<file path="src/rtl/i2c_master_ctrl.sv">
// Command-driven I2C master: one single-byte register write or read per command.
// Define I2C_MASTER_CLK_STRETCH_EN to let a slave stretch the SCL-high quarters.
module i2c_master_ctrl #(
  parameter int unsigned CLK_DIV = 64
) (
  input  logic       clk,
  input  logic       rst,
  input  logic       cmdValid,
  output logic       cmdReady,
  input  logic       cmdRead,
  input  logic [6:0] devAddr,
  input  logic [7:0] regAddr,
  input  logic [7:0] wrData,
  output logic       rspValid,
  output logic [7:0] rdData,
  output logic       ackErr,
  output logic       busy,
  output logic       sclOut,
  input  logic       sclIn,
  output logic       sdaOut,
  input  logic       sdaIn
);
  localparam int unsigned CntW = (CLK_DIV > 1) ? $clog2(CLK_DIV) : 1;

  typedef enum logic [3:0] {
    Idle, Start, SendByte, GetAck, Restart, RecvByte, SendNack, Stop, Done
  } state_e;

  state_e          state;
  logic [CntW-1:0] cnt;
  logic [1:0]      qtr;
  logic [1:0]      byteIdx;
  logic [2:0]      bitIdx;
  logic            isRead;
  logic            err;
  logic [6:0]      devAddrQ;
  logic [7:0]      regAddrQ;
  logic [7:0]      wrDataQ;
  logic [7:0]      txShift;
  logic [7:0]      rxShift;
  logic            accept;
  logic            isBit;
  logic            sclHighPh;
  logic            hold;
  logic            lastCyc;

  assign accept    = cmdValid && cmdReady;
  assign isBit     = state inside {SendByte, GetAck, RecvByte, SendNack};
  assign sclHighPh = (isBit && qtr == 2'd2) ||
                     ((state inside {Restart, Stop}) && (qtr == 2'd1 || qtr == 2'd2));

`ifdef I2C_MASTER_CLK_STRETCH_EN
  assign hold = sclHighPh && !sclIn;
`else
  logic unusedScl;
  assign unusedScl = sclIn ^ sclHighPh;
  assign hold      = 1'b0;
`endif

  assign lastCyc = (cnt == CntW'(CLK_DIV - 1)) && !hold;

  always_ff @(posedge clk) begin
    if (rst) begin
      state    <= Idle;
      cnt      <= '0;
      qtr      <= '0;
      bitIdx   <= '0;
      byteIdx  <= '0;
      isRead   <= 1'b0;
      err      <= 1'b0;
      devAddrQ <= '0;
      regAddrQ <= '0;
      wrDataQ  <= '0;
      txShift  <= '0;
      rxShift  <= '0;
      cmdReady <= 1'b1;
      busy     <= 1'b0;
      rspValid <= 1'b0;
      rdData   <= '0;
      ackErr   <= 1'b0;
      sclOut   <= 1'b1;
      sdaOut   <= 1'b1;
    end else begin
      rspValid <= 1'b0;
      if (state != Idle && state != Done) begin
        cnt <= (hold || lastCyc) ? '0 : cnt + 1'b1;
        if (lastCyc) qtr <= qtr + 2'd1;
      end
      // Every bit cell: SCL low for Q0/Q1, high for Q2/Q3.
      if (isBit && lastCyc) begin
        if (qtr == 2'd1) sclOut <= 1'b1;
        if (qtr == 2'd3) sclOut <= 1'b0;
      end
      unique case (state)
        Idle, Done: begin
          state <= Idle;
          if (accept) begin
            // Bus already sits at START Q0 levels, so the accept cycle counts as its first cycle.
            state    <= Start;
            cnt      <= CntW'(1);
            qtr      <= '0;
            bitIdx   <= '0;
            byteIdx  <= '0;
            isRead   <= cmdRead;
            err      <= 1'b0;
            devAddrQ <= devAddr;
            regAddrQ <= regAddr;
            wrDataQ  <= wrData;
            txShift  <= {devAddr, 1'b0};
            rxShift  <= '0;
            cmdReady <= 1'b0;
            busy     <= 1'b1;
          end
        end
        Start: if (lastCyc) begin
          if (qtr == 2'd0) begin
            sdaOut <= 1'b0;
          end else begin
            state  <= SendByte;
            qtr    <= '0;
            sclOut <= 1'b0;
            sdaOut <= txShift[7];
          end
        end
        SendByte: if (lastCyc && qtr == 2'd3) begin
          if (bitIdx == 3'd7) begin
            state  <= GetAck;
            bitIdx <= '0;
            sdaOut <= 1'b1;
          end else begin
            bitIdx  <= bitIdx + 3'd1;
            txShift <= {txShift[6:0], 1'b0};
            sdaOut  <= txShift[6];
          end
        end
        GetAck: if (lastCyc) begin
          if (qtr == 2'd2) err <= sdaIn;
          if (qtr == 2'd3) begin
            if (err) begin
              state  <= Stop;
              sdaOut <= 1'b0;
            end else if (byteIdx == 2'd0) begin
              state   <= SendByte;
              byteIdx <= 2'd1;
              txShift <= regAddrQ;
              sdaOut  <= regAddrQ[7];
            end else if (byteIdx == 2'd1 && isRead) begin
              state  <= Restart;
              sdaOut <= 1'b1;
            end else if (byteIdx == 2'd1) begin
              state   <= SendByte;
              byteIdx <= 2'd2;
              txShift <= wrDataQ;
              sdaOut  <= wrDataQ[7];
            end else if (isRead) begin
              state  <= RecvByte;
              sdaOut <= 1'b1;
            end else begin
              state  <= Stop;
              sdaOut <= 1'b0;
            end
          end
        end
        Restart: if (lastCyc) begin
          if (qtr == 2'd0)      sclOut <= 1'b1;
          else if (qtr == 2'd1) sdaOut <= 1'b0;
          else if (qtr == 2'd2) sclOut <= 1'b0;
          else begin
            state   <= SendByte;
            byteIdx <= 2'd2;
            txShift <= {devAddrQ, 1'b1};
            sdaOut  <= devAddrQ[6];
          end
        end
        RecvByte: if (lastCyc) begin
          if (qtr == 2'd2) rxShift <= {rxShift[6:0], sdaIn};
          if (qtr == 2'd3) begin
            if (bitIdx == 3'd7) begin
              state  <= SendNack;
              bitIdx <= '0;
            end else begin
              bitIdx <= bitIdx + 3'd1;
            end
          end
        end
        SendNack: if (lastCyc && qtr == 2'd3) begin
          state  <= Stop;
          sdaOut <= 1'b0;
        end
        Stop: if (lastCyc) begin
          if (qtr == 2'd0)      sclOut <= 1'b1;
          else if (qtr == 2'd1) sdaOut <= 1'b1;
          else if (qtr == 2'd3) begin
            state    <= Done;
            rspValid <= 1'b1;
            cmdReady <= 1'b1;
            busy     <= 1'b0;
            rdData   <= err ? 8'h00 : rxShift;
            ackErr   <= err;
          end
        end
        default: state <= Idle;
      endcase
    end
  end

endmodule

</file>
<file path="config.mk">
export PLATFORM = sky130hd
export DESIGN_NAME = i2c_master_ctrl
export DESIGN_NICKNAME = d
export VERILOG_FILES = /design/src/rtl/i2c_master_ctrl.sv
export SDC_FILE = /design/constraint.sdc
export NUM_CORES = 1
export LEC_CHECK = 0
export CAP_MARGIN = 0
export CORE_ASPECT_RATIO = 2
export CORE_MARGIN = 2
export CORE_UTILIZATION = 30
export CTS_CLUSTER_SIZE = 14
export DETAILED_ROUTE_END_ITERATION = 16
export PLACE_DENSITY = 0.53
export SLEW_MARGIN = 20
export SYNTH_ARGS = -nofsm -noshare
export SYNTH_HDL_FRONTEND = slang
export SYNTH_SLANG_ARGS = --single-unit
export TNS_END_PERCENT = 30
</file>
<file path="constraint.sdc">
create_clock -name clk -period 2.6 [get_ports clk]
set_input_delay 0.52 -clock clk [delete_from_list [all_inputs] [get_ports clk]]
set_output_delay 0.52 -clock clk [all_outputs]
set_load 0.03 [all_outputs]
</file>
; Yosys cells after proc, flatten, opt, wreduce, memory -nomap -nowiden
; Index checks and enable logic that the tools add are counted.
[totals]
register_bits = 72
out_inout_bits = 14
in_bits = 29
elab_cells = 217
[op_classes]
n_bitwise = 4
eq_ne = 42
addsub = 3
reduce_logical = 29
mux = 120
[op_table]
columns = cell, count
row1 = $mux 8, 17
row2 = $mux 4, 18
row3 = $mux 1, 44
row4 = $mux 2, 17
row5 = $pmux 4 s8, 1
row6 = $pmux 8 s4, 1
row7 = $ne 2x2->1 const B, 14
row8 = $mux 3, 9
row9 = $mux 6, 4
row10 = $ne 2x1->1 const B, 10
row11 = $reduce_and 18->1, 1
row12 = $eq 4x3->1 const B, 4
row13 = $pmux 8 s2, 1
row14 = $reduce_and 13->1, 1
row15 = $reduce_and 12->1, 1
row16 = $reduce_bool 4->1, 3
row17 = $reduce_and 11->1, 1
row18 = $reduce_and 5->1, 2
row19 = $pmux 3 s3, 1
row20 = $eq 4x2->1 const B, 2
row21 = $reduce_and 4->1, 2
row22 = $add 6x1->6 const B, 1
row23 = $eq 6x6->1 const B, 1
row24 = $ne 3x3->1 const B, 2
row25 = 25 further kinds, 40

; Depth between registers and ports, before layout
; Gate-level depths: netlist of run 1.
[logic_depth]
ltp_word = 9
depth_mapped = 10
mapped_depth_nobuf = 8

; Worst setup path before layout of run 1
; Ideal clock, no wire load.
[synth_path]
path_kind = register -> register
start = register qtr[0]
end = register txShift[6]
n_path_buf = 2
setup_time_ns = 0.079
slack_ns = 0.400
arrival_ns = 2.121
synth_period_minus_slack_ns = 2.200
required_time_ns = 2.521
stages_incl_launch_ff = 11
cell_sequence = dfxtp_1 > inv_1 > ha_1 > clkbuf_1 > or3_1 > nor3_1 > o221ai_2 > a21oi_4 > buf_6 > nor2_2 > a211oi_2
[synth_between]
elab_chain_len = 4
elab_cells_between_ends = 11
classes_between = 8 x eq/ne / 3 x reduce/logical
[synth_lines]
columns = element, line_no
row1 = from (decl), 31  ; logic [1:0] qtr;
row2 = from (signal assigned), 87  ; if (lastCyc) qtr <= qtr + 2'd1;
row3 = $eq 2x2->1, "125, 138"
row4 = $logic_and 1x1->1, 125  ; SendByte: if (lastCyc && qtr == 2'd3) begin
row5 = $ne 2x1->1 (no source line), -
row6 = $reduce_and 13->1 (no source line) *, -
row7 = to (signal assigned), 132  ; txShift <= {txShift[6:0], 1'b0};
row8 = to (signal assigned), 145  ; txShift <= regAddrQ;
row9 = to (signal assigned), 153  ; txShift <= wrDataQ;
row10 = to (decl), 39  ; logic [7:0] txShift;
; Mark *: on every way between the ends. The rest lies on a longest branch, timed or not.
; A chain may end at the register's enable or synchronous reset.

; Worst setup path in the final report of run 1
[layout_path]
start = register qtr[1]
end = register txShift[0]
; Same word-level chain as after synthesis.

==> flow_summary_export.csv, run 1 <==
group,metric,value,unit
cts,postCtsSetupRepairBufs,0,
synthesis,syn_area,0.00364,mm2
min_path,hold_depth,2,
finish,n_antenna_cell,0,
cts,htree_levels,3,
cts,clkSlewWorstSetupHoldPaths,0.06,ns
cts,clockBufferDepth,2,
floorplan,die_area,0.0131,mm2
timing,drv_slew,0,
detailed_routing,wl_per_cell,14.7,um
pwr,leakage,1.69,nW
synthesis,synth_adder_area_share,0.0275,
grt,antenna_found_initial,0,
synthesis,ys_async_sr_fraction,0,
finish,area_growth,26.5,%
setup_path,path_cells,"inv_1, ha_1, or3_1, nor3_1, o221ai_2, a21oi_4, buf_4, mux2i_1, nor2_1",
floorplan,initial_core_util,0.304,
placement,routabilityCongestion,0.865,
setup_path,critPathLaunchType,"flip-flop",
synthesis,muxShareOfSynthArea,0.0412,
detailed_routing,num_vias,3410,
synthesis,synth_seq_cells,72,
grt,grt_overflow,0,
job,drv_cap,0,
cts,root_buffer,"clkbuf_16",
floorplan,die_w,81.9,um
setup_path,crit_type,"reg2reg",
timing,rsz0062_at_grt,"no",
detailed_routing,vias_per_cell,5.17,
timing,fmax,437,MHz
finish,drive_above_1_share,0.123,
finish,fillers,1259,
grt,grt_pass1_vias,3283,
detailed_routing,drc,0,
detailed_routing,initialDrtViolationCount,185,
setup_path,worst_setup_path_end_kind,"flip-flop",
floorplan,fp.dieH,160,um
timing,layout_min_cycle_time,2.29,ns
timing,relSlewSlack,0.540,
detailed_routing,final_antenna_net_count,0,
cts,cts_tree,"done",
detailed_routing,drt-total-wl,9700,um
synthesis,synthSimpleGateAreaFrac,0.251,
setup_path,critical_path.max_stage_delay,0.45,ns
cts,numCtsBuffers,9,
synthesis,synth_nets,499,
cts,cts_hold_buf,0,
cts,cts_resized,0,
grt,grt_pass1_wl,16100,um
synthesis,synth_top_family_by_area,"simple AND/OR/NAND/NOR gates",
synthesis,synth.distinct_cells,57,
timing,tightest_slew,0.687,ns
finish,fin_nets,544,
detailed_routing,firstDrtPassIters,4,
outcome,outcome,"finished, final reports clean",
grt,grt_start_max_net_pins,75,
pwr,p_total,4.13,mW
placement,io_buffers,41,
pwr,power_switching,1.41,mW
floorplan,pin_count,43,
synthesis,avgSynthCellArea,7.89,um2
floorplan,core_area,0.0120,mm2
setup_path,rr_worst_depth,9,
pwr,switching_share,0.343,
pwr,peakVddDrop,0.407,mV
synthesis,synth_cells,462,
synthesis,yosys_warnings,0,
cts,clk_latency,0.33,ns
setup_path,crit_path_max_fanout,9,
finish,final_common_cell,"nand2_1",
synthesis,synth_edf_count,0,
synthesis,synth-compound-area-share,0.223,
timing,fin_crit_sh,0.880,
finish,final_cell_mix,"nand2_1, dfxtp_1, a21oi_1",
pwr,p_per_area,895,mW/mm2
pwr,power.share.clock,0.331,
setup_path,cpMaxStageDelayCell,"dfxtp_1",
synthesis,ys.flop_type,"dfxtp_1",
timing,setup_viol,0,
grt,grtUsageTotal,0.157,
synthesis,yosysSeqAreaShare,0.396,
cts,cts.sink_count,72,
timing,fin_skew,0.00463,ns
timing,hold_viol,0,
pwr,internal-power,2.71,mW
pwr,seqPwrFrac,0.328,
setup_path,arrival,2.50,ns
placement,dp_hpwl,6820,um
pwr,p_comb_frac,0.341,
min_path,hold_class,"reg2reg",
timing,fin_setup_tns,0,ns
synthesis,synth_xor_area_frac,0.00721,
setup_path,critPathRequiredTime,2.82,ns
floorplan,rows,57,
per-layer routing:
| layer | GRT usage | up-vias | wire length, um | part of all wire |
|---|---|---|---|---|
| met5 | 0 | - | 0 | 0 |
| met4 | 0.0591 | 0 | 205 | 0.021 |
| met3 | 0.0350 | 15 | 326 | 0.034 |
| met2 | 0.247 | 69 | 4690 | 0.48 |
| met1 | 0.205 | 1589 | 4480 | 0.46 |
| li1 | - | 1737 | - | - |
critical path: cells and delay by family, from the launching register on:
| family | cells | cell delay [ns] |
|---|---|---|
| flip-flops | 1 | 0.45 |
| adder cells (fa/ha/maj) | 1 | 0.28 |
| multiplexers | 1 | 0.19 |
| AND/OR/NAND/NOR | 3 | 0.62 |
| buffers and inverters | 2 | 0.32 |
| AO/OA/AOI/OAI | 2 | 0.31 |
power groups by stage:
stage / clock network, mW / registers, mW / logic (mW)
after floorplan: 0 / 1.37 / 0.998
after global placement: 0 / 1.37 / 1.42
after detailed placement: 0 / 1.38 / 1.42
after CTS: 1.39 / 1.35 / 1.42
after global routing: 1.44 / 1.37 / 1.56
final: 1.37 / 1.35 / 1.41
registers in the layout, indices dropped and copies added, names as in the netlist, 2 cells and up:
signal / cells
byteIdx: 2
rdData: 8
cnt: 6
bitIdx: 3
wrDataQ: 8
regAddrQ: 8
devAddrQ: 7
qtr: 2
txShift: 8
state: 4
rxShift: 8
cell type report:
class                           count  area, um2  area share
Clock inverter                      4       76.3      0.0166
Multi-Input combinational cell    348       2000       0.435
Tap cell                          147        184      0.0399
Sequential cell                    72       1440       0.313
Clock buffer                       12        256      0.0556
Inverter                            9       33.8     0.00733
Timing Repair Buffer               67        613       0.133
synthesized netlist by cell type (3+ instances only):
cell / number / area (um2)
a211oi_1: 4 / 30.0
a211oi_2: 3 / 37.5
a21oi_1: 65 / 325
a22oi_1: 9 / 67.6
a31oi_1: 3 / 18.8
buf_2: 7 / 35.0
buf_6: 4 / 45.0
clkbuf_1: 20 / 75.1
dfxtp_1: 72 / 1440
ha_1: 8 / 100
inv_1: 9 / 33.8
mux2i_1: 15 / 150
nand2_1: 85 / 319
nand2b_1: 3 / 18.8
nand3_1: 18 / 90.1
nand3b_1: 9 / 67.6
nor2_1: 35 / 131
nor2_2: 4 / 25.0
nor2b_1: 4 / 25.0
nor3_1: 9 / 45.0
nor3b_1: 3 / 22.5
nor4_1: 7 / 43.8
o211ai_1: 3 / 22.5
o21ai_0: 13 / 65.1
o22ai_1: 8 / 50.1
or3_1: 4 / 25.0
cell families after synthesis:
| group | Yosys count |
|---|---|
| and+or+nand+nor | 194 |
| AOI/OAI and AO/OA | 128 |
| DFF | 72 |
| buffers and inverters | 42 |
| muxes | 15 |
| adders and majority gates | 8 |
| xor gates and xnor gates | 3 |
through the flow:
step,setup WS (ns),hold slack [ns],utilization,instances,cell area [um2]
finish,0.311,0.453,0.385,659,4610
global route,0.155,0.473,0.385,659,4610
CTS,0.318,0.456,0.385,659,4610
detailed placement,0.340,0.447,0.357,643,4280
global placement,0.328,0.442,0.357,643,4280
floorplan,0.400,0.432,-,462,3640
path summary, 6_finish.rpt:
kind / start / end / slack [ns]
setup / recovery: qtr[1] / txShift[0] / 0.31
hold / removal: bitIdx[2] / bitIdx[2] / 0.45
setup reg to reg: qtr[1] / txShift[0] / 0.31
hold reg to reg: bitIdx[2] / bitIdx[2] / 0.45
(Power assumes the default switching activity.)
==> run 2: changes to the inputs <==
--- a/config.mk
+++ b/config.mk
@@ -11,6 +11,7 @@
 export CORE_UTILIZATION = 30
 export CTS_CLUSTER_SIZE = 14
 export DETAILED_ROUTE_END_ITERATION = 16
+export GPL_ROUTABILITY_DRIVEN = 0
 export PLACE_DENSITY = 0.53
 export SLEW_MARGIN = 20
 export SYNTH_ARGS = -nofsm -noshare
==> results of run 2 <==
The final DEF is identical to that of run 1; final timing and power are the same.
